==> config.mk <==
export PLATFORM = sky130hd
export DESIGN_NAME = cla_add_sub_arbiter
export DESIGN_NICKNAME = d
export VERILOG_FILES = /design/src/rtl/cla_add_sub_pkg.sv /design/src/rtl/cla_rr_arbiter.sv /design/src/rtl/cla_signed_add_sub.sv /design/src/rtl/cla_add_sub_arbiter.sv
export SDC_FILE = /design/constraint.sdc
export NUM_CORES = 1
export LEC_CHECK = 0
export ABC_CLOCK_PERIOD_IN_PS = 10100
export CAP_MARGIN = 20
export CORE_MARGIN = 10
export CORE_UTILIZATION = 30
export CTS_CLUSTER_DIAMETER = 200
export DETAILED_ROUTE_END_ITERATION = 10
export DONT_BUFFER_PORTS = 1
export PLACE_DENSITY = 0.53
export SLEW_MARGIN = 20
export SYNTH_ARGS = -nofsm -noshare
export SYNTH_HDL_FRONTEND = slang
export SYNTH_SLANG_ARGS = --single-unit
==> constraint.sdc <==
create_clock -name clk_i -period 10.1 [get_ports clk_i]
set_input_delay 2.02 -clock clk_i [delete_from_list [all_inputs] [get_ports clk_i]]
set_output_delay 2.02 -clock clk_i [all_outputs]
set_load 0.005 [all_outputs]
==> src/rtl/cla_add_sub_pkg.sv <==
// cla_add_sub_pkg: shared constants and helpers for the CLA add/sub arbiter
package cla_add_sub_pkg;
  localparam int CLA_DATA_IN_W = 4;
  function automatic int calc_id_w(input int num_req);
    return (num_req <= 1) ? 1 : $clog2(num_req);
  endfunction
  function automatic logic signed_ovf(input logic a_msb, input logic b_eff_msb, input logic sum_msb);
    return (a_msb == b_eff_msb) && (sum_msb != a_msb);
  endfunction
endpackage

==> src/rtl/cla_rr_arbiter.sv <==
// cla_rr_arbiter: round-robin arbiter; pointer moves only on an accepted grant
module cla_rr_arbiter import cla_add_sub_pkg::*; #(
  parameter  int NUM_REQ = 4,
  localparam int ID_W = calc_id_w(NUM_REQ)
) (
  input  logic               clk_i,
  input  logic               rst_i,
  input  logic [NUM_REQ-1:0] req,
  input  logic               advance,
  output logic [NUM_REQ-1:0] grant,
  output logic [ID_W-1:0]    grant_id
);
  logic [ID_W-1:0] ptr;
  // scan farthest-to-nearest so the nearest requester after ptr wins
  always_comb begin
    grant = '0;
    grant_id = '0;
    for (int i = NUM_REQ; i >= 1; i--) begin
      if (req[(int'(ptr) + i) % NUM_REQ]) begin
        grant = NUM_REQ'(1) << ((int'(ptr) + i) % NUM_REQ);
        grant_id = ID_W'((int'(ptr) + i) % NUM_REQ);
      end
    end
  end
  always_ff @(posedge clk_i or posedge rst_i)
    if (rst_i) ptr <= ID_W'(NUM_REQ - 1);
    else if (advance) ptr <= grant_id;
endmodule

==> src/rtl/cla_signed_add_sub.sv <==
// cla_signed_add_sub: signed adder/subtractor built from 4-bit carry-lookahead groups
module cla_signed_add_sub import cla_add_sub_pkg::*; #(
  parameter int DATA_IN_W = 16
) (
  input  logic [DATA_IN_W-1:0] a_i,
  input  logic [DATA_IN_W-1:0] b_i,
  input  logic                 sub_nadd_i,
  output logic [DATA_IN_W-1:0] out_o,
  output logic                 carry_o,
  output logic                 ovf_o
);
  localparam int NG = DATA_IN_W / CLA_DATA_IN_W;
  logic [DATA_IN_W-1:0] b_eff, p, g;
  assign b_eff = b_i ^ {DATA_IN_W{sub_nadd_i}};
  assign p = a_i ^ b_eff;
  assign g = a_i & b_eff;
  genvar k;
  generate
    for (k = 0; k < NG; k++) begin : grp
      logic ci, co;
      logic [CLA_DATA_IN_W-1:0] gp, gg, c;
      assign gp = p[k*CLA_DATA_IN_W +: CLA_DATA_IN_W];
      assign gg = g[k*CLA_DATA_IN_W +: CLA_DATA_IN_W];
      // groups ripple into each other; the +1 of two's-complement subtract enters as the first carry
      if (k == 0) begin : first
        assign ci = sub_nadd_i;
      end else begin : chain
        assign ci = grp[k-1].co;
      end
      assign c[0] = ci;
      assign c[1] = gg[0] | (gp[0] & ci);
      assign c[2] = gg[1] | (gp[1] & gg[0]) | (gp[1] & gp[0] & ci);
      assign c[3] = gg[2] | (gp[2] & gg[1]) | (gp[2] & gp[1] & gg[0]) | (gp[2] & gp[1] & gp[0] & ci);
      assign co = gg[3] | (gp[3] & gg[2]) | (gp[3] & gp[2] & gg[1]) | (gp[3] & gp[2] & gp[1] & gg[0]) | ((&gp) & ci);
      assign out_o[k*CLA_DATA_IN_W +: CLA_DATA_IN_W] = gp ^ c;
    end
  endgenerate
  assign carry_o = grp[NG-1].co;
  assign ovf_o = signed_ovf(a_i[DATA_IN_W-1], b_eff[DATA_IN_W-1], out_o[DATA_IN_W-1]);
endmodule

==> src/rtl/cla_add_sub_arbiter.sv <==
// cla_add_sub_arbiter: round-robin shared CLA add/sub with a 2-stage valid/ready pipeline
module cla_add_sub_arbiter import cla_add_sub_pkg::*; #(
  parameter  int DATA_IN_W = 16,
  parameter  int NUM_REQ = 4,
  localparam int ID_W = calc_id_w(NUM_REQ)
) (
  input  logic                         clk_i,
  input  logic                         rst_i,
  input  logic [NUM_REQ-1:0]           req_valid_i,
  output logic [NUM_REQ-1:0]           req_ready_o,
  input  logic [NUM_REQ-1:0]           req_sub_nadd_i,
  input  logic [NUM_REQ*DATA_IN_W-1:0] req_a_i,
  input  logic [NUM_REQ*DATA_IN_W-1:0] req_b_i,
  output logic                         res_valid_o,
  input  logic                         res_ready_i,
  output logic [ID_W-1:0]              res_id_o,
  output logic [DATA_IN_W-1:0]         res_data_o,
  output logic                         res_carry_o,
  output logic                         res_ovf_o
);
  logic [NUM_REQ-1:0] grant;
  logic [ID_W-1:0] grant_id, s1_id;
  logic [DATA_IN_W-1:0] s1_a, s1_b, sum;
  logic s1_sub, s1_valid, s2_valid, s1_adv, can_accept, accept, sum_carry, sum_ovf;
  assign s1_adv = s1_valid & (!s2_valid | res_ready_i);
  assign can_accept = !s1_valid | s1_adv;
  assign req_ready_o = grant & {NUM_REQ{can_accept & !rst_i}};
  assign accept = |(req_ready_o & req_valid_i);
  assign res_valid_o = s2_valid;
  cla_rr_arbiter #(.NUM_REQ(NUM_REQ)) u_arb (
    .clk_i(clk_i), .rst_i(rst_i), .req(req_valid_i), .advance(accept),
    .grant(grant), .grant_id(grant_id)
  );
  cla_signed_add_sub #(.DATA_IN_W(DATA_IN_W)) u_alu (
    .a_i(s1_a), .b_i(s1_b), .sub_nadd_i(s1_sub),
    .out_o(sum), .carry_o(sum_carry), .ovf_o(sum_ovf)
  );
  always_ff @(posedge clk_i or posedge rst_i)
    if (rst_i) begin
      s1_a <= '0;
      s1_b <= '0;
      s1_sub <= 1'b0;
      s1_id <= '0;
      s1_valid <= 1'b0;
      s2_valid <= 1'b0;
      res_data_o <= '0;
      res_id_o <= '0;
      res_carry_o <= 1'b0;
      res_ovf_o <= 1'b0;
    end else begin
      if (accept) begin
        s1_a <= req_a_i[int'(grant_id)*DATA_IN_W +: DATA_IN_W];
        s1_b <= req_b_i[int'(grant_id)*DATA_IN_W +: DATA_IN_W];
        s1_sub <= req_sub_nadd_i[grant_id];
        s1_id <= grant_id;
      end
      s1_valid <= accept | (s1_valid & !s1_adv);
      if (s1_adv) begin
        res_data_o <= sum;
        res_carry_o <= sum_carry;
        res_ovf_o <= sum_ovf;
        res_id_o <= s1_id;
      end
      s2_valid <= s1_adv | (s2_valid & !res_ready_i);
    end
endmodule

# After elaboration in Yosys (flattened, before gate mapping)
# Cells that the tools add are included.
# word_totals
reg_bits,59
latchBits,0
out_inout_bits,25
word_cells,186
mem_count,0
input_bits,139
rom_bits,0
ram_bits,0
# op_classes
n_eq_ne,2
shifts,6
muxes,22
div,0
reduce_logical,15
multipliers,0
n_lt_le_gt_ge,5
bitwise_logic,121
n_addsub,4
# op_table
cell,count
64-bit by 7-bit variable part select with 16-bit output,2
1-bit by 32-bit left shift with 4-bit output (first input constant),4
1-bit bitwise AND,64
1-bit bitwise OR,44
16-bit bitwise XOR,2
16-bit bitwise AND,1
3-bit by 4-bit less-than comparator with 1-bit output (second input constant),4
4-bit 2-to-1 mux,4
4-bit AND reduction,4
4-bit bitwise XOR,4
1-bit binary-select mux with 2-bit select,5
1-bit 2-to-1 mux,9
4-bit bitwise AND,2
2-bit 2-to-1 mux,4
2-bit OR reduction,4
1-bit logical NOT,5
2-bit by 1-bit adder with 2-bit output (second input constant),2
2-bit adder (second input constant),2
1-bit bitwise AND (first input constant),4
4-bit OR reduction,1
2-bit by 3-bit less-than comparator with 1-bit output (second input constant),1
1-bit == test,1
1-bit logical AND,1
1-bit inequality test,1

# Depth between registers and ports, before layout
# logic_depth
word_depth,16
depth_mapped,13
ltp_nobuf,11

# Cells and area by module
# From an unflattened synthesis, not the netlist that was laid out.
# unflattened
hier_cells,331
hier_area_um2,4364.2
# by_module_without_submodules
mod,area_each_um2,cells_per_inst,seq_area_each_um2,n_inst
cla_add_sub_arbiter,3006.6,171,1426.4,1
cla_signed_add_sub,850.8,106,0.0,1
cla_rr_arbiter,506.7,54,52.6,1

# Worst setup path after synthesis
# Ideal clock, no wire load.
# synth_timing
path_kind,input port to output port
start,input port req_valid_i[0]
end,output port req_ready_o[2]
t_arrival_ns,3.443
t_required_ns,8.080
slack_ns,4.637
n_path_buf,1
stages,6
cell_sequence,clkbuf_1 > mux4_2 > nor2b_1 > nor3b_1 > nor2_1 > nor3_1
# synth_via
elab_chain_len,8
word_cells_on_any_way,17
cone_classes,mux (16); bitwise (1)
# synth_rtl
element,line,text
start: declaration,cla_add_sub_arbiter.sv:9,"input logic [NUM_REQ-1:0] req_valid_i,"
1-bit binary-select mux with 2-bit select,cla_rr_arbiter.sv:19,if (req[(int'(ptr) + i) % NUM_REQ]) begin
1-bit 2-to-1 mux (implied by the code) (2 in a row),cla_rr_arbiter.sv:19,
4-bit 2-to-1 mux (3 in a row),cla_rr_arbiter.sv:19,
4-bit 2-to-1 mux *,cla_rr_arbiter.sv:19,
4-bit bitwise AND *,cla_add_sub_arbiter.sv:27,assign req_ready_o = grant & {NUM_REQ{can_accept & !rst_i}};
end: declaration,cla_add_sub_arbiter.sv:10,"output logic [NUM_REQ-1:0] req_ready_o,"
# Every way passes the cells marked *; elsewhere a longest branch is shown, timed or not. The select of a mux whose other input is x is not followed.

# Worst setup path after layout
# Same ends and word-level chain as after synthesis.

==> summary.md <==
| Metric | Value |
|---|---|
| Outcome | `completed` |
| Area after DPL | `4970 sq um` |
| Total via count in the routed design | `3317` |
| Peak fanout along the critical path | `10` |
| Max-Slew Margin vs Limit | `39.3%` |
| Largest net degree at the start of global routing | `60` |
| Count of flip-flops with a built-in enable after synthesis | `0` |
| Layout overhead on the synthesized area | `10.7%` |
| Effective utilization at floorplan | `31.0%` |
| Placeable core region | `15400 sq um` |
| Max Buffers Root-to-Sink | `2` |
| Flip-flop and latch area | `1480 sq um` |
| Die footprint | `21300 sq um` |
| Critical path start-end classification | `primary input to output port` |
| Count of port buffers added during placement | `0` |
| Synth top area share | `30.0%` |
| Part of the cycle the worst path needs | `55.1%` |
| Skew final | `0.00731 ns` |
| CTS tree | `done` |
| Nature of the critical path endpoint | `output port` |
| P_leak | `0.00247 uW` |
| H-tree level count | `3` |
| Synthesized Nets | `606` |
| Die width | `146 um` |
| Cell accounting for the most synthesized area | `sky130_fd_sc_hd__dfrtp_1` |
| Count of mapped cells out of synthesis | `441` |
| Overall global routing resource usage | `11.3%` |
| Number of warning messages in the yosys log | `0` |
| Top cells by area, synth | `sky130_fd_sc_hd__dfrtp_1, sky130_fd_sc_hd__mux2i_1, sky130_fd_sc_hd__mux2_4` |
| Number of clock sinks | `59` |
| Cts hold-fix bufs | `0` |
| Arrival time worst endpoint | `3.54 ns` |
| Number of cell instances on the worst register-to-register path | `8` |
| Number of clock buffers inserted by TritonCTS | `9` |
| Total placed cells including tap cells | `632` |
| Number of buffers inserted by post-CTS setup repair | `0` |
| Placer congestion estimate | `0.808` |
| N_diodes | `0` |
| PwrDens | `468 nW/um^2` |
| Worst endpoint required time | `8.08 ns` |
| Summed negative setup slack over all endpoints | `0 ns` |
| Detailed Routing Iterations Pass 1 | `6` |
| Final routed DRC violation total | `0` |
| Post-layout net count | `597` |
| Max-capacitance violation count | `0` |
| Final Max Tran Viols | `0` |
| Multi-input logic area | `3130 sq um` |
| Final Hold Viols | `0` |
| Share of async-settable or async-resettable flops after synthesis | `100%` |
| Vias in the first global route | `3598` |
| Startpoint type of the worst setup path | `primary input` |
| Fill count | `1521` |
| Clock latency on the worst-skew pair | `0.32 ns` |
| Post-synthesis register bit count | `59` |
| Timing-limited maximum frequency | `0.180 GHz` |
| Minimum hold slack | `0.472 ns` |
| Initial antenna violation count | `0` |
| Peak VDD IR | `0.127 mV` |
| Num ports | `164` |
| Iteration-0 DRC count of the detailed router | `123` |
| Grt total ovfl | `0` |
| Clk Tree Root Cell | `sky130_fd_sc_hd__clkbuf_16` |
| Area of the mapped netlist | `4760 sq um` |
| Most common cell after layout, fill and taps aside | `sky130_fd_sc_hd__mux2i_1` |
| CTS resizes | `0` |
| Top library cells by usage in the layout, fill and taps aside | `sky130_fd_sc_hd__mux2i_1, sky130_fd_sc_hd__dfrtp_1, sky130_fd_sc_hd__nand2_1, sky130_fd_sc_hd__mux2_4, sky130_fd_sc_hd__ha_1` |
| Total wirelength of the detailed-routed design | `12500 um` |
| Final ANT Viol Nets | `0` |
| Post-DP HPWL | `10000 um` |
| Kind of path behind the tightest hold check | `flip-flop to flip-flop` |
| Synth cell types | `50` |
| RSZ-0062 raised after global routing | `no` |
| Most frequently used flop master after synthesis | `sky130_fd_sc_hd__dfrtp_1` |
| Detail-routed net length per standard cell | `19.4 um` |
| Worst-Margin Slew | `0.888 ns` |
| Mean cell area of the mapped netlist | `10.8 sq um` |
| Final cell count without fillers | `647` |
| Post-layout min period | `5.56 ns` |
| Fraction of final layout cells with drive strength greater than 1 | `16.7%` |
| Die boundary height | `146 um` |
| Finished layout cell area | `5270 sq um` |
| Worst hold path stage count | `2` |
| Final count of negative-setup-slack endpoints | `0` |
| Total number of placement rows | `45` |
| Sequential cell area fraction in the yosys report | `31.1%` |
| Via-to-Cell Ratio | `5.13` |
| Wire length of the first global-routing pass | `19700 um` |
| Register clock-pin slew on the reported worst setup and hold paths | `0.05 ns` |
## logic make-up (layout without fill, tap and decap cells)
family / Yosys count / in the layout / share of synthesized area [%]
simple gates: 80 / 80 / 8.28
xor+xnor: 24 / 24 / 4.42
fa+ha+maj: 26 / 26 / 7.31
buf+inv: 40 / 35 / 3.89
flops: 59 / 59 / 31.1
mux: 145 / 145 / 34.7
compound gates: 67 / 67 / 10.4
## registers in the layout (all words and copies together) (netlist names)
register / cells
res_valid_o: 1
res_ovf_o: 1
s1_id: 2
s1_a: 16
res_data_o: 16
res_id_o: 2
u_arb.ptr: 2
s1_sub: 1
res_carry_o: 1
s1_b: 16
s1_valid: 1
## cells in the mapped netlist (5+ instances only)
cell	instances
sky130_fd_sc_hd__mux2i_1	102
sky130_fd_sc_hd__dfrtp_1	57
sky130_fd_sc_hd__mux2_4	27
sky130_fd_sc_hd__nand2_1	27
sky130_fd_sc_hd__ha_1	23
sky130_fd_sc_hd__xor2_1	22
sky130_fd_sc_hd__o21ai_0	18
sky130_fd_sc_hd__nor2_1	15
sky130_fd_sc_hd__inv_1	14
sky130_fd_sc_hd__clkbuf_1	13
sky130_fd_sc_hd__mux2_2	12
sky130_fd_sc_hd__a21oi_1	11
sky130_fd_sc_hd__buf_2	10
sky130_fd_sc_hd__a21o_1	6
sky130_fd_sc_hd__nor2b_1	6
sky130_fd_sc_hd__nand3_1	5
## layer usage
layer	share of wire, %	global-route usage (%)	vias to the layer above
met5	0	0	-
met4	1.6	3.35	0
met3	7.5	4.22	15
met2	46	18.0	105
met1	45	13.9	1601
li1	-	-	1596
## path summary, 6_finish.rpt
path | start | end | slack [ns]
setup / recovery | req_valid_i[0] | req_ready_o[2] | 4.54
hold / removal | s1_id[1]$_DFFE_PP0P_ | res_id_o[1]$_DFFE_PP0P_ | 0.47
setup reg to reg | u_arb.ptr[0]$_DFFE_PP1P_ | s1_b[9]$_DFFE_PP0P_ | 6.26
hold reg to reg | s1_id[1]$_DFFE_PP0P_ | res_id_o[1]$_DFFE_PP0P_ | 0.47
max in group asynchronous | rst_i | s1_a[4]$_DFFE_PP0P_ | 7.80
min in group asynchronous | rst_i | res_valid_o$_DFF_PP0_ | 1.80
## report_power, final
part	leakage (uW)	switching, uW	internal, uW
Combinational	0.00162	865	798
Clock	0.000144	104	202
Sequential	0.000703	127	371
## layout make-up
cell class | count | share of cell area [%]
timing repair buffer | 6 | 0.855
clock buffer | 11 | 4.80
tap | 211 | 5.01
inverter | 14 | 0.997
sequential | 59 | 28.1
multi-input combinational | 342 | 59.3
clock inverter | 4 | 0.950
## metrics by stage
step	worst slack [ns]	total power (uW)	util, %
3_3_place_gp	4.59	2150	32.3
4_1_cts	4.58	2510	34.3
6_report	4.54	2470	34.3
3_5_place_dp	4.59	2190	32.3
2_1_floorplan	4.64	1820	-
5_1_grt	4.40	2700	34.3
## worst max-delay path: stages
cell and delay (ns):
sky130_fd_sc_hd__mux4_2 0.52, sky130_fd_sc_hd__nor2b_1 0.22, sky130_fd_sc_hd__nor3b_1 0.27, sky130_fd_sc_hd__nor2_1 0.08, sky130_fd_sc_hd__nor3_1 0.43
(Power assumes the default switching activity.)
